`src/rtl/spi_cmd_regfile_pkg.sv`:
```
// Shared constants and types for the SPI command/register-file block.
// Defaults mirror the SPI slave's word width; override at the top only in lockstep.
package spi_cmd_regfile_pkg;

   localparam int                 DEF_SPI_WIDTH  = 16;
   localparam int                 DEF_ADDR_WIDTH = 8;
   localparam int                 DEF_REG_COUNT  = 16;
   localparam logic [15:0]        DEF_ID_VALUE   = 16'hA55A;

   typedef enum logic [1:0] {
      IDLE = 2'd0,
      CMD  = 2'd1,
      DATA = 2'd2
   } state_t;

endpackage

```
`src/rtl/spi_cmd_regfile_if.sv`:
```
// Link between the SPI slave (master side here) and the command register file.
interface spi_cmd_regfile_if #(
   parameter int SPI_WIDTH = 16
);
   logic                 nSSIN;
   logic                 wordToggleIN;
   logic [SPI_WIDTH-1:0] rxDataIN;
   logic [SPI_WIDTH-1:0] txDataOUT;

   modport master (output nSSIN, wordToggleIN, rxDataIN, input  txDataOUT);
   modport slave  (input  nSSIN, wordToggleIN, rxDataIN, output txDataOUT);
endinterface

```
`src/rtl/spi_cmd_regfile_sync2.sv`:
```
// Two-flop synchroniser for asynchronous single-bit SPI control signals.
module spi_sync2 (
   input  logic clkIN,
   input  logic reset_spi,
   input  logic d,
   output logic q
);
   logic meta;

   always_ff @(posedge clkIN or posedge reset_spi) begin
      if (reset_spi) begin
         meta <= 1'b0;
         q    <= 1'b0;
      end else begin
         meta <= d;
         q    <= meta;
      end
   end
endmodule

```
`src/rtl/spi_cmd_regfile.sv`:
```
// Decodes SPI command/address + data words into a control register file,
// and returns read data to the SPI slave's parallel load input.
module spi_cmd_regfile
   import spi_cmd_regfile_pkg::*;
#(
   parameter int                   SPI_WIDTH  = DEF_SPI_WIDTH,
   parameter int                   ADDR_WIDTH = DEF_ADDR_WIDTH,
   parameter int                   REG_COUNT  = DEF_REG_COUNT,
   parameter logic [SPI_WIDTH-1:0] ID_VALUE   = DEF_ID_VALUE
)(
   input  logic                            clkIN,
   input  logic                            reset_spi,
   spi_cmd_regfile_if.slave                spi,
   output logic [REG_COUNT*SPI_WIDTH-1:0]  regsOUT,
   output logic                            wrStrobeOUT,
   output logic [ADDR_WIDTH-1:0]           wrAddrOUT,
   output logic [7:0]                      frameCountOUT
);
   localparam int RNW   = SPI_WIDTH - 1;
   localparam int IDX_W = $clog2(REG_COUNT);

   state_t state, state_nx;
   logic   nss_s, nss_h, tog_s, tog_h;
   logic   nss_fall, nss_rise, word_stb;
   logic   cmd_take, data_take, frame_inc, wr_hit;
   logic   rnw_q;
   logic [ADDR_WIDTH-1:0] addr_q, addr_inc;
   logic [REG_COUNT-1:1][SPI_WIDTH-1:0] regs_q;
   logic [REG_COUNT-1:0][SPI_WIDTH-1:0] regs_view;

   spi_sync2 u_sync_nss (.clkIN(clkIN), .reset_spi(reset_spi), .d(spi.nSSIN),        .q(nss_s));
   spi_sync2 u_sync_tog (.clkIN(clkIN), .reset_spi(reset_spi), .d(spi.wordToggleIN), .q(tog_s));

   always_ff @(posedge clkIN or posedge reset_spi) begin
      if (reset_spi) begin
         nss_h <= 1'b0;
         tog_h <= 1'b0;
      end else begin
         nss_h <= nss_s;
         tog_h <= tog_s;
      end
   end

   assign nss_fall = nss_h & ~nss_s;
   assign nss_rise = ~nss_h & nss_s;
   // Qualify with either nSS sample low so a word completing on the rising edge is kept.
   assign word_stb = (tog_s ^ tog_h) & ~(nss_s & nss_h);

   assign regs_view = {regs_q, ID_VALUE};
   assign regsOUT   = regs_view;
   assign addr_inc  = addr_q + 1'b1;
   assign wr_hit    = data_take & ~rnw_q & (addr_q != '0) & (int'(addr_q) < REG_COUNT);

   function automatic logic [SPI_WIDTH-1:0] rd(input logic [ADDR_WIDTH-1:0] a);
      rd = '0;
      if (int'(a) < REG_COUNT) rd = regs_view[a[IDX_W-1:0]];
   endfunction

   always_ff @(posedge clkIN or posedge reset_spi) begin
      if (reset_spi) state <= IDLE;
      else           state <= state_nx;
   end

   always_comb begin
      state_nx  = state;
      cmd_take  = 1'b0;
      data_take = 1'b0;
      frame_inc = 1'b0;
      case (state)
         IDLE: if (nss_fall) state_nx = CMD;
         CMD:  if (word_stb) begin
                  cmd_take = 1'b1;
                  state_nx = DATA;
               end
         DATA: data_take = word_stb;
         default: state_nx = IDLE;
      endcase
      if (nss_rise) begin
         state_nx  = IDLE;
         frame_inc = (state == DATA);
      end
   end

   always_ff @(posedge clkIN or posedge reset_spi) begin
      if (reset_spi) begin
         rnw_q         <= 1'b0;
         addr_q        <= '0;
         spi.txDataOUT <= '0;
         regs_q        <= '0;
         wrStrobeOUT   <= 1'b0;
         wrAddrOUT     <= '0;
         frameCountOUT <= '0;
      end else begin
         wrStrobeOUT <= 1'b0;
         if (cmd_take) begin
            rnw_q  <= spi.rxDataIN[RNW];
            addr_q <= spi.rxDataIN[ADDR_WIDTH-1:0];
            if (spi.rxDataIN[RNW]) spi.txDataOUT <= rd(spi.rxDataIN[ADDR_WIDTH-1:0]);
         end
         if (data_take) begin
            addr_q <= addr_inc;
            if (rnw_q) spi.txDataOUT <= rd(addr_inc);
         end
         if (wr_hit) begin
            wrStrobeOUT <= 1'b1;
            wrAddrOUT   <= addr_q;
         end
         for (int i = 1; i < REG_COUNT; i++)
            if (wr_hit && addr_q == ADDR_WIDTH'(i)) regs_q[i] <= spi.rxDataIN;
         if (frame_inc) frameCountOUT <= frameCountOUT + 8'd1;
      end
   end
endmodule
```
`src/flat_wrapper.sv`:
```
// flat-port wrapper written by rule: the top's interface ports become plain ports
module spi_cmd_regfile_flat import spi_cmd_regfile_pkg::*;
#(
   parameter int                   SPI_WIDTH  = DEF_SPI_WIDTH,
   parameter int                   ADDR_WIDTH = DEF_ADDR_WIDTH,
   parameter int                   REG_COUNT  = DEF_REG_COUNT,
   parameter logic [SPI_WIDTH-1:0] ID_VALUE   = DEF_ID_VALUE
)
  (clkIN, reset_spi, regsOUT, wrStrobeOUT, wrAddrOUT, frameCountOUT, spi_nSSIN, spi_wordToggleIN, spi_rxDataIN, spi_txDataOUT);
  spi_cmd_regfile_if #(.SPI_WIDTH(SPI_WIDTH)) spi_i ();
  input  logic clkIN;
  input  logic reset_spi;
  output logic [REG_COUNT*SPI_WIDTH-1:0] regsOUT;
  output logic wrStrobeOUT;
  output logic [ADDR_WIDTH-1:0] wrAddrOUT;
  output logic [7:0] frameCountOUT;
  input wire logic [$bits(spi_i.nSSIN)-1:0] spi_nSSIN;
  input wire logic [$bits(spi_i.wordToggleIN)-1:0] spi_wordToggleIN;
  input wire logic [$bits(spi_i.rxDataIN)-1:0] spi_rxDataIN;
  output wire logic [$bits(spi_i.txDataOUT)-1:0] spi_txDataOUT;
  assign spi_i.nSSIN = spi_nSSIN;
  assign spi_i.wordToggleIN = spi_wordToggleIN;
  assign spi_i.rxDataIN = spi_rxDataIN;
  assign spi_txDataOUT = spi_i.txDataOUT;
  spi_cmd_regfile #(.SPI_WIDTH(SPI_WIDTH), .ADDR_WIDTH(ADDR_WIDTH), .REG_COUNT(REG_COUNT), .ID_VALUE(ID_VALUE)) u_core (.clkIN(clkIN), .reset_spi(reset_spi), .spi(spi_i), .regsOUT(regsOUT), .wrStrobeOUT(wrStrobeOUT), .wrAddrOUT(wrAddrOUT), .frameCountOUT(frameCountOUT));
endmodule
```
`config.mk`:
```
export PLATFORM = sky130hd
export DESIGN_NAME = spi_cmd_regfile_flat
export DESIGN_NICKNAME = d
export VERILOG_FILES = /design/src/rtl/spi_cmd_regfile_pkg.sv /design/src/rtl/spi_cmd_regfile_if.sv /design/src/rtl/spi_cmd_regfile_sync2.sv /design/src/rtl/spi_cmd_regfile.sv /design/src/flat_wrapper.sv
export SDC_FILE = /design/constraint.sdc
export NUM_CORES = 1
export LEC_CHECK = 0
export ABC_CLOCK_PERIOD_IN_PS = 18000
export BUFFER_PORTS_ARGS = -buffer_cell sky130_fd_sc_hd__buf_4
export CAP_MARGIN = 20
export CELL_PAD_IN_SITES_DETAIL_PLACEMENT = 0
export CELL_PAD_IN_SITES_GLOBAL_PLACEMENT = 2
export CORE_ASPECT_RATIO = 1.1
export CORE_UTILIZATION = 30
export CTS_BUF_LIST = sky130_fd_sc_hd__clkbuf_4 sky130_fd_sc_hd__clkbuf_8 sky130_fd_sc_hd__clkbuf_16
export CTS_CLUSTER_SIZE = 30
export DETAILED_ROUTE_END_ITERATION = 16
export PLACE_DENSITY_LB_ADDON = 0.1
export SLEW_MARGIN = 20
export SYNTH_ARGS = -nofsm -noshare
export SYNTH_HDL_FRONTEND = slang
export SYNTH_HIERARCHICAL = 1
export SYNTH_SLANG_ARGS = --single-unit
```
`constraint.sdc`:
```
create_clock -name clkIN -period 18 [get_ports clkIN]
set_input_delay 3.6 -clock clkIN [delete_from_list [all_inputs] [get_ports clkIN]]
set_output_delay 3.6 -clock clkIN [all_outputs]
set_load 0.02 [all_outputs]
```
======== After elaboration in Yosys (flattened, before gate mapping) ========
Index checks and enable logic that the tools add are counted.
operators by class
  $mul .................................... 0
  shift-type cells ........................ 0
  add/sub/neg operators ................... 2
  muxes and demuxes ....................... 21
  reductions and logical operators ........ 19
  eq/ne operators ......................... 20
  bitwise gates (word level) .............. 12
  magnitude comparators ................... 5
  div/mod/pow operators ................... 0
operator list
  kind                 count
  $bmux 16 s4          2
  $mux 16              8
  $eq 8x4->1 const B   8
  $eq 8x3->1 const B   4
  $lt 8x5->1 const B   3
  $add 8x1->8 const B  2
  $eq 8x2->1 const B   2
  $mux 8               2
  $logic_and 1x1->1    15
  $lt 4x5->1 const B   2
  $eq 8x1->1 const B   1
  $reduce_bool 8->1    1
  $and 1x1->1          7
  $mux 2               3
  $ne 3x1->1 const B   2
  $pmux 2 s3           1
  $mux 1               5
  $not 1->1            4
  $reduce_and 3->1     1
  $eq 2x1->1 const B   1
  $eq 2x2->1 const B   1
  $logic_not 2->1      1
  $ne 2x1->1 const B   1
  $reduce_bool 2->1    1
  $xor 1x1->1          1
storage, ports and cells
  RAM bits ................................ 0
  bits of input ports ..................... 20
  memory bits (read-only) ................. 0
  memories ................................ 0
  output and inout bits ................... 289
  latch bits .............................. 0
  bits in registers ....................... 290

======== Logic depth before layout (Yosys ltp) ========
  word-level depth ........................ 8
  mapped depth ............................ 13
  depth with buffers taken out ............ 7

======== Cells and area by module ========
The synthesis kept the hierarchy.
by module, submodules not included
  module           cells each  times used  area each (um2)  seq. area each (um2)
  spi_cmd_regfile  1150        1           15293.4          7156.9
  spi_sync2        3           2           53.8             50.0

======== Worst setup path after synthesis ========
Ideal clock, no wire load.
  path kind ............................... input -> register
  from .................................... in spi_rxDataIN[2]
  to ...................................... reg u_core.spi.txDataOUT[12]
  slack ................................... 12.403 ns
  library setup time ...................... 0.131 ns
  arrival time ............................ 5.466 ns
  cell stages on the path ................. 7
  required time ........................... 17.869 ns
  path through ............................ clkbuf_1 -> buf_2 -> clkbuf_1 -> mux4_2 -> o22a_1 -> a32oi_1 -> o21ai_0
on the way
  word-level cells in the longest chain between the ends .. 7
  elaborated cells between the ends (all ways) .. 8
  those cells by class .................... order compare (1); mux (7)
RTL lines
  what                           RTL line                  text
  start, declared                flat_wrapper.sv:19        input wire logic [$bits(spi_i.rxDataIN)-1:0] spi_rxDataIN;
  $bmux 16 s4                    spi_cmd_regfile.sv:56     if (int'(a) < REG_COUNT) rd = regs_view[a[IDX_W-1:0]];
  $mux 16 (not written as such)  spi_cmd_regfile.sv:56
  $mux 16 *                      spi_cmd_regfile.sv:56
  $mux 16 *                      spi_cmd_regfile.sv:98     if (spi.rxDataIN[RNW]) spi.txDataOUT <= rd(spi.rxDataIN[ADDR_WIDTH-1:0]);
  $mux 16 *                      spi_cmd_regfile.sv:95     if (cmd_take) begin
  $mux 16                        spi_cmd_regfile.sv:102    if (rnw_q) spi.txDataOUT <= rd(addr_inc);
  $mux 16 *                      spi_cmd_regfile.sv:100    if (data_take) begin
  end signal, assigned           spi_cmd_regfile.sv:98
  end signal, assigned           spi_cmd_regfile.sv:102
  end, declared                  spi_cmd_regfile_if.sv:11  modport slave (input nSSIN, wordToggleIN, rxDataIN, output txDataOUT);
Mark *: on every way between the ends. The rest lies on a longest branch, timed or not. The select of a mux whose other input is x is not followed.
A chain may end at the register's enable or synchronous reset.

======== Worst setup path in the final report ========
Ends and elaborated chain as after synthesis.

==> results.yml <==
worst_setup_path:
  worstPathArrival_ns: 6.08
  required_ns: 18.40
  critPathLaunchType: "input pin"
  crit_type: "in2reg"
  critPathMaxFanout: 43
  r2r_slack_ns: 14.17
  cp-end-kind: "flip-flop"
sta:
  setup_viol: 0
  setup_ws_ns: 12.33
  slew_headroom_pct: 15.8
  rsz0062_at_grt: "false"
  tns_ns: 0
  fin_skew_ns: 0.0137
  hold_violations: 0
  min_period_ns: 5.67
  holdWs_ns: 0.351
  fmax_mhz: 176
  worst_pin_slew_ns: 1.26
  maxSlewViolCount: 0
  layout_worst_path_cycle_share_pct: 31.5
placement:
  pre_cts_ws_ns: 11.56
  port_buffers: 292
  place_hpwl_mm: 40.6
  gp_congestion: 0.784
logic_synthesis:
  synth_area_um2: 15400
  yosysTopAreaCell: "dfrtp_1"
  ys_ff_latch: 290
  synthTopCellsByArea: "dfrtp_1 47%, mux2_2 19%, mux4_2 12%"
  avgSynthCellArea_um2: 13.3
  synth_edf_count: 0
  synth-main-ff-cell: "dfrtp_1"
  ys_seq_area_share_pct: 47.1
  async_flop_share_pct: 100
  synth_top_cell_area_share_pct: 47.1
  yosysWarnings: 6
  syn-instance-count: 1156
  synth_cell_types: 57
pwr:
  combPwrFrac_pct: 35.9
  p_int_mw: 1.52
  pwr-share-clk_pct: 30.9
  ir_drop_mv: 0.0720
  p_seq_share_pct: 33.1
  total_power_mw: 2.43
  powerDensity_nw_per_um2: 126
  power.leakage_nw: 8.51
  p_sw_mw: 0.917
  netSwitchingFraction_pct: 37.6
detailed_routing:
  ant_nets: 0
  drt_iter0_markers: 705
  avgViaCountPerCell: 5.48
  vias: 11460
  first_pass_iters: 5
  route.detailed.drc: 0
  wire_per_inst_um: 29.9
  drt-total-wl_mm: 62.7
global_route:
  grt_util_all_layers_pct: 24.0
  grt_antenna_before_repair: 0
  first_global_vias: 11847
  grt_pass1_wl_mm: 89.2
  grt_max_degree: 96
  grt_overflow: 0
floorplan:
  coreArea_um2: 50400
  dieArea_um2: 52200
  io_pins: 309
  fp.dieH_um: 240
  row_count: 86
  die_w_um: 218
  start_util_pct: 30.6
worst_hold_path:
  hp-class: "reg2reg"
clock_tree:
  insertion_delay_ns: 0.55
  cts_tree: "yes"
  post_cts_buffers: 0
  clockBufferDepth: 3
  path_clk_slew_ns: 0.06
  numCtsBuffers: 37
  cts-resized-gates: 0
  root_buffer: "clkbuf_16"
  cts.htree.levels: 2
  cts_num_sinks: 290
  holdBufCountCts: 0
flow_run:
  max-cap-violations: 0
layout:
  fin_nets: 1434
  area_growth_pct: 25.6
  final_layout_size_suffix_gt1_share_pct: 52.9
status:
  outcome: "complete, no violations"
## per-layer routing
metal	wire (µm)	vias up	global-route usage [%]
met2	30000	345	38.6
met4	1480	0	6.57
met1	27900	6139	32.6
li1	-	4893	-
met5	0	-	0
met3	3270	83	4.83
## worst max-delay path: stages
cell and delay [ns]:
buf_4 0.44, buf_4 0.68, nand2b_1 0.56, o22ai_1 0.32, o21bai_1 0.10, a32oi_1 0.19, o21ai_0 0.11
## power groups by stage
stage | Sequential [mW] | Clock [mW] | Combinational (mW)
2_1_floorplan | 0.812 | 0 | 0.547
3_3_place_gp | 0.820 | 0 | 0.875
3_5_place_dp | 0.820 | 0 | 0.876
4_1_cts | 0.809 | 0.774 | 0.879
5_1_grt | 0.818 | 0.798 | 0.930
6_report | 0.807 | 0.753 | 0.875
## cell type report
type | count | area [µm²]
antenna | 2 | 5.00
clock buffer | 53 | 1060
clock inverter | 10 | 128
fill | 4927 | 31000
inverter | 11 | 48.8
multi-input combinational | 756 | 7670
sequential | 290 | 7260
tap | 660 | 826
timing repair buffer | 311 | 2330
## cells in the final DEF, fill, tap and decap left out, types with 7 or more instances in the layout
cell type  instances
o22a_1             8
o221ai_1           8
a32oi_1            8
conb_1            16
nand2_2           11
a221oi_1           8
buf_4            311
a211oi_1          17
a21oi_1           26
mux2_4            10
xnor2_1            7
inv_1             10
mux2_2           262
o211ai_1           9
clkbuf_4          13
mux4_2            81
clkbuf_16         37
o21ai_0           14
o21bai_1           7
o22ai_1            8
nand3_1           26
nor2_1            13
a211o_1            8
a21o_1             9
dfrtp_1          289
nor3b_1            8
a31oi_1           31
mux2i_1           24
nand2_1           73
## registers in the layout, indices dropped and copies added (netlist names)
register	count
u_core/spi.txDataOUT	16
u_core/tog_h	1
u_core/u_sync_nss/q	1
u_core/state	2
u_core/regsOUT	240
u_core/u_sync_nss/meta	1
u_core/u_sync_tog/q	1
u_core/nss_h	1
u_core/addr_q	8
u_core/rnw_q	1
u_core/frameCountOUT	8
u_core/wrStrobeOUT	1
u_core/u_sync_tog/meta	1
u_core/wrAddrOUT	8
## kinds of logic after synthesis
| group | after synthesis | share of synthesized area [%] |
|---|---|---|
| buffers and inverters | 124 | 3.83 |
| xor gates and xnor gates | 13 | 0.739 |
| muxes | 383 | 34.0 |
| AOI/OAI and AO/OA | 171 | 8.00 |
| and+or+nand+nor | 166 | 5.72 |
| adders and majority gates | 7 | 0.569 |
| DFF | 290 | 47.1 |
| other | 2 | 0.0488 |
## cell usage after synthesis, drive strengths merged (7+ instances only)
| cell type | count |
|---|---|
| mux2i | 24 |
| a32oi | 8 |
| a21oi | 26 |
| nand2 | 84 |
| a211o | 8 |
| o22a | 8 |
| mux4 | 81 |
| o221ai | 8 |
| o21bai | 7 |
| inv | 11 |
| a221oi | 8 |
| clkbuf | 58 |
| o211ai | 9 |
| nand3 | 26 |
| a31oi | 31 |
| a21o | 9 |
| nor2 | 14 |
| ha | 7 |
| mux2 | 278 |
| o22ai | 8 |
| xnor2 | 10 |
| o21ai | 14 |
| buf | 55 |
| a211oi | 18 |
| nor3b | 8 |
| dfrtp | 290 |
## final timing paths
path                                                       to                        startpoint  cells past startpoint
setup / recovery           u_core/spi.txDataOUT[12]$_DFF_PP0_                   spi_rxDataIN[2]                      7
hold / removal                  u_core/u_sync_nss/q$_DFF_PP0_  u_core/u_sync_nss/meta$_DFF_PP0_                      0
setup reg to reg            u_core/spi.txDataOUT[0]$_DFF_PP0_      u_core/addr_q[0]$_DFFE_PP0P_                      7
hold reg to reg                 u_core/u_sync_nss/q$_DFF_PP0_  u_core/u_sync_nss/meta$_DFF_PP0_                      0
max in group asynchronous        u_core/addr_q[0]$_DFFE_PP0P_                         reset_spi                      3
min in group asynchronous    u_core/u_sync_tog/meta$_DFF_PP0_                         reset_spi                      2
## through the flow
stage	instance area, µm²	util [%]	instances
after floorplan	15500	-	1170
after global placement	18100	36.0	2028
after detailed placement	18100	36.0	2028
after CTS	19300	38.4	2091
after global routing	19300	38.4	2091
final	19300	38.4	2093
(Power assumes the default switching activity.)
